## src/rtl/decoder_pkg.sv

```systemverilog
// decoder_pkg: shared definitions for the sequenced 3-to-8 decoder.
//   state_t  - FSM encoding (IDLE / DRIVE / GAP)
//   CODE_W   - width of an incoming code
//   ONEHOT_W - width of the decoded one-hot bus
//   onehot() - code to one-hot word
package decoder_pkg;

  localparam int CODE_W   = 3;
  localparam int ONEHOT_W = 8;

  typedef enum logic [1:0] {
    ST_IDLE  = 2'd0,
    ST_DRIVE = 2'd1,
    ST_GAP   = 2'd2
  } state_t;

  function automatic logic [ONEHOT_W-1:0] onehot(input logic [CODE_W-1:0] code);
    logic [ONEHOT_W-1:0] word;
    word       = '0;
    word[code] = 1'b1;
    return word;
  endfunction

endpackage

```

## src/rtl/decoder_fifo.sv

```systemverilog
// decoder_fifo: synchronous FIFO with extra-bit pointers.
//   clk, rst     - clock, synchronous active-high reset (pointers only)
//   push, din    - write request / data (ignored when full)
//   pop, dout    - read request (ignored when empty) / head entry
//   full, empty  - occupancy flags, derived from the pointers
//   level        - current occupancy, 0..DEPTH
module decoder_fifo #(
  parameter int WIDTH = 3,
  parameter int DEPTH = 4
) (
  input  logic                     clk,
  input  logic                     rst,
  input  logic                     push,
  input  logic [WIDTH-1:0]         din,
  input  logic                     pop,
  output logic [WIDTH-1:0]         dout,
  output logic                     full,
  output logic                     empty,
  output logic [$clog2(DEPTH):0]   level
);

  localparam int AW = $clog2(DEPTH);

  logic [WIDTH-1:0] mem [DEPTH];
  logic [AW:0]      wr_ptr;
  logic [AW:0]      rd_ptr;
  logic             do_push;
  logic             do_pop;

  assign do_push = push && !full;
  assign do_pop  = pop && !empty;

  always_ff @(posedge clk) begin
    if (rst) begin
      wr_ptr <= '0;
      rd_ptr <= '0;
    end else begin
      if (do_push) wr_ptr <= wr_ptr + 1'b1;
      if (do_pop)  rd_ptr <= rd_ptr + 1'b1;
    end
  end

  // Storage is not reset; only the pointers define what is valid.
  always_ff @(posedge clk) begin
    if (!rst && do_push) mem[wr_ptr[AW-1:0]] <= din;
  end

  // The extra pointer bit makes the difference span 0..DEPTH without aliasing.
  assign level = wr_ptr - rd_ptr;
  assign full  = (level == (AW+1)'(DEPTH));
  assign empty = (level == '0);
  assign dout  = mem[rd_ptr[AW-1:0]];

endmodule

```

## src/rtl/decoder_seq.sv

```systemverilog
// decoder_seq: queued 3-to-8 decoder with timed one-hot strobes.
//   clk, rst               - clock, synchronous active-high reset
//   code_in, code_valid    - code source; accepted when code_ready is high
//   code_ready             - FIFO not full
//   en                     - allows the next queued code to start
//   y, y_valid             - registered one-hot word, valid while in DRIVE
//   busy                   - FSM active or codes still queued
//   level                  - FIFO occupancy
//
//   state | meaning
//   ------+-----------------------------------------------
//   IDLE  | y = 0, waiting for en and a queued code
//   DRIVE | y = one-hot of popped code, held for HOLD cycles
//   GAP   | y = 0 for one cycle (break-before-make)
module decoder_seq
  import decoder_pkg::*;
#(
  parameter int HOLD  = 4,
  parameter int DEPTH = 4
) (
  input  logic                      clk,
  input  logic                      rst,
  input  logic [CODE_W-1:0]         code_in,
  input  logic                      code_valid,
  output logic                      code_ready,
  input  logic                      en,
  output logic [ONEHOT_W-1:0]       y,
  output logic                      y_valid,
  output logic                      busy,
  output logic [$clog2(DEPTH):0]    level
);

  localparam logic [7:0] CNT_LOAD = 8'(HOLD - 1);

  state_t              state_q;
  state_t              state_nxt;
  logic [7:0]          cnt_q;
  logic [ONEHOT_W-1:0] y_q;
  logic                pop;
  logic                full;
  logic                empty;
  logic [CODE_W-1:0]   head;

  assign code_ready = !full;

  decoder_fifo #(
    .WIDTH (CODE_W),
    .DEPTH (DEPTH)
  ) u_fifo (
    .clk   (clk),
    .rst   (rst),
    .push  (code_valid),
    .din   (code_in),
    .pop   (pop),
    .dout  (head),
    .full  (full),
    .empty (empty),
    .level (level)
  );

  // State register, hold counter and output word.
  always_ff @(posedge clk) begin
    if (rst) begin
      state_q <= ST_IDLE;
      cnt_q   <= '0;
      y_q     <= '0;
    end else begin
      state_q <= state_nxt;
      if (pop) begin
        cnt_q <= CNT_LOAD;
        y_q   <= onehot(head);
      end else if (state_q == ST_DRIVE) begin
        if (cnt_q == 8'd0) y_q   <= '0;
        else               cnt_q <= cnt_q - 8'd1;
      end
    end
  end

  // Next state; en is only consulted when a new word could start.
  always_comb begin
    state_nxt = state_q;
    pop       = 1'b0;
    case (state_q)
      ST_IDLE: begin
        if (en && !empty) begin
          state_nxt = ST_DRIVE;
          pop       = 1'b1;
        end
      end
      ST_DRIVE: begin
        if (cnt_q == 8'd0) state_nxt = ST_GAP;
      end
      ST_GAP: begin
        if (en && !empty) begin
          state_nxt = ST_DRIVE;
          pop       = 1'b1;
        end else begin
          state_nxt = ST_IDLE;
        end
      end
      default: state_nxt = ST_IDLE;
    endcase
  end

  always_comb begin
    y       = y_q;
    y_valid = (state_q == ST_DRIVE);
    busy    = (state_q != ST_IDLE) || !empty;
  end

endmodule

```

## config.mk

```make
export PLATFORM = sky130hd
export DESIGN_NAME = decoder_seq
export DESIGN_NICKNAME = d
export VERILOG_FILES = /design/src/rtl/decoder_pkg.sv /design/src/rtl/decoder_fifo.sv /design/src/rtl/decoder_seq.sv
export SDC_FILE = /design/constraint.sdc
export NUM_CORES = 1
export LEC_CHECK = 0
export ABC_CLOCK_PERIOD_IN_PS = 3380
export BUFFER_PORTS_ARGS = -buffer_cell sky130_fd_sc_hd__buf_4
export CORE_AREA = 2 2 79 81
export CTS_BUF_LIST = sky130_fd_sc_hd__clkbuf_8 sky130_fd_sc_hd__clkbuf_16
export CTS_CLUSTER_SIZE = 16
export DETAILED_ROUTE_END_ITERATION = 8
export DIE_AREA = 0 0 81 83
export GPL_TIMING_DRIVEN = 0
export SLEW_MARGIN = 10
export SYNTH_ARGS = -nofsm -noshare
export SYNTH_HDL_FRONTEND = slang
export SYNTH_SLANG_ARGS = --single-unit
```

## constraint.sdc

```tcl
create_clock -name clk -period 3.38 [get_ports clk]
set_clock_uncertainty 0.2 [all_clocks]
set_input_delay 0.169 -clock clk [delete_from_list [all_inputs] [get_ports clk]]
set_output_delay 0.169 -clock clk [all_outputs]
set_load 0.005 [all_outputs]
```

==> flow_summary.toml <==
[worst_setup_path]
required_ps = 3010
cp_slowest_stage_delay_ps = 480
critPathSlowestCell = "or4_1"
worstPathCellList = "inv_1 -> ha_1 -> fa_1 -> xnor3_2 -> clkinv_2 -> or4_1 -> buf_4"
critical_path_arrival_ps = 2350
setup.worst_path.end_class = "output port"
worstSetupPathType = "register to output port"
setup.reg_to_reg.worst_slack_ps = 890
rr_worst_depth = 7
cp-start-kind = "register"
r2r_start = "u_fifo.wr_ptr[0]"
path_max_fanout = 5
r2r-end = "u_fifo.mem[0][1]"

[logic_synthesis]
synth.area.top_cells = "dfxtp_1 (30%), edfxtp_1 (21%), ha_1 (5.8%)"
ys.flop_type = "dfxtp_1"
syn_nets = 159
synth_top_area_share_pct = 30.3
netlist_instances = 143
post_synth.cell_area_avg_sq_um = 12.0
ys_async_sr_fraction_pct = 0
synth_area_leader_cell = "dfxtp_1"
synth_area_sq_um = 1720
synth_seq_cells = 38
synth_edf_count = 12
synth.distinct_cells = 45
yosysSeqAreaShare_pct = 51.2
synth_warnings = 0

[timing]
rsz0062_at_grt = "no"
finalHoldViolCount = 0
post-route-min-period_ps = 2720
max_freq_ghz = 0.368
fin_ws_ps = 663
fin_crit_sh_pct = 80.4
maxSlewHeadroom_pct = 63.1
tns_ps = 0
setup_viol_count_final = 0
tightest_slew_ps = 549
maxSlewViolCount = 0
whs_ps = 44.8

[cts]
clk_pin_slew_ps = 70
cts-root-buf = "clkbuf_8"
h-tree-depth = 2
tritoncts = "done"
insertion_delay_ps = 290
cts_buffers = 5
cts_buffer_depth = 2
post_cts_resized = 0
clkSinkCount = 38

[power]
p_per_area_nw_per_um2 = 765
ir_drop_mv = 0.348
leakage_nw = 0.789

[outcome]
status = "complete, no violations"

[route]
via_per_inst = 4.51
first_pass_iters = 6
first_iter_violations = 41
final_antenna_net_count = 0
drc = 0
vias = 1119
wire_per_inst_um = 11.9
drt-total-wl_mm = 2.96

[place]
gp_routability_congestion = 0.695
dp_hpwl_mm = 2.24
io_buffers = 19
post_dp_cell_area_sq_um = 1960
post-place-ws_ps = 870

[global_route]
grt_usage_pct = 9.84
grt_max_degree = 13
grt_pass1_wl_mm = 5.03
grt_overflow = 0
antenna_found_initial = 0
grt_pass1_vias = 1059

[hold_path]
min_to = "u_fifo.rd_ptr[2]"
hp-start = "rst"
hold_depth = 2
worstHoldPathType = "input port to register"

[job]
cap_violations = 0

[floorplanning]
die_area_sq_um = 6720
initial_core_util_pct = 29.6
num_rows = 28
die_x_um = 81
ioPinCount = 21
coreArea_sq_um = 5820
die_height_um = 83

[finish]
drive_above_1_share_pct = 24.3
seq_area_sq_um = 881
final_cell_mix = "dfxtp_1 (26), buf_4 (20), nor2_1 (17)"
antennaDiodeCount = 0
final_common_cell = "dfxtp_1"
design_area_sq_um = 2070
nets = 188
multiInputGateArea_sq_um = 792
nFillCells = 601
area_growth_pct = 20.5
[cells by family after synthesis]
family / after synthesis / share of synthesized area, %
mux: 5 / 5.17
compound gates: 23 / 12.2
flops: 38 / 51.2
xor+xnor: 11 / 6.48
simple gates: 46 / 15.2
buf+inv: 11 / 2.69
fa+ha+maj: 9 / 6.99
[metal layers]
| layer | wire [um] | vias up | global-route usage (%) |
|---|---|---|---|
| met5 | 0 | - | 0 |
| met4 | 67 | 0 | 4.62 |
| met3 | 146 | 7 | 4.24 |
| met2 | 1380 | 22 | 14.8 |
| met1 | 1360 | 519 | 12.0 |
| li1 | - | 571 | - |
[through the flow]
| stage | util (%) | std cells | power, W |
|---|---|---|---|
| 2_1_floorplan | - | 143 | 0.00109 |
| 3_3_place_gp | 33.6 | 237 | 0.00130 |
| 3_5_place_dp | 33.6 | 237 | 0.00130 |
| 4_1_cts | 35.6 | 248 | 0.00161 |
| 5_1_grt | 35.6 | 248 | 0.00171 |
| 6_report | 35.6 | 248 | 0.00158 |
[registers in the layout (all words and copies together) (netlist names), named ones only]
name and cells:
cnt_q 8, u_fifo.rd_ptr 3, u_fifo.mem 12, u_fifo.wr_ptr 3, y 8, state_q 2
[worst max path at each step]
| stage | startpoint | to | slack (ps) | cells past startpoint |
|---|---|---|---|---|
| 3_5_place_dp | u_fifo.wr_ptr[0] | u_fifo.mem[0][1] | 870 | 7 |
| 4_1_cts | u_fifo.wr_ptr[0] | busy | 650 | 7 |
| 5_1_grt | u_fifo.wr_ptr[0] | busy | 540 | 7 |
| 6_report | u_fifo.wr_ptr[0] | busy | 660 | 7 |
| 3_3_place_gp | u_fifo.wr_ptr[0] | u_fifo.mem[0][1] | 880 | 7 |
| 2_1_floorplan | u_fifo.wr_ptr[0] | y[1] | 1120 | 9 |
[where the power goes]
part           leakage [nW]  total, W  internal [W]  switching (W)
Sequential            0.320  0.000616      0.000550      0.0000663
Clock                0.0416  0.000303      0.000141       0.000162
Combinational         0.428  0.000666      0.000318       0.000348
Total                 0.789   0.00158       0.00101       0.000576
[critical path: cells and delay by family, from the launching register on]
family | cells | cell delay, ps
adders and majority gates | 2 | 580
and+or+nand+nor | 1 | 480
buffers and inverters | 3 | 380
DFF | 1 | 360
xor gates and xnor gates | 1 | 260
[cell usage after synthesis (2+ instances only)]
library cell  number
o211ai_1           2
nor3_1             2
and2_1             5
nor2b_1            4
edfxtp_1          12
a32o_1             4
a22o_1             4
inv_1              7
or4_1              3
a21oi_1            4
xnor2_1            6
xor2_1             4
nand3_1            2
ha_1               8
nor2_1            17
nand2_1            3
dfxtp_1           26
mux4_2             3
[layout make-up]
type / count / share of cell area (%)
inverter: 8 / 1.51
sequential: 38 / 42.5
tap: 75 / 4.53
clock buffer: 5 / 3.32
clock inverter: 3 / 0.785
multi-input combinational: 94 / 38.2
buffer: 3 / 0.725
timing repair buffer: 22 / 8.34
[repair_timing]
item / 4_1_cts / 5_1_grt
hold buffers: 3 / 0
endpoints found under the hold margin: 12 / 0
setup buffers: 0 / 0
(Power assumes the default switching activity.)
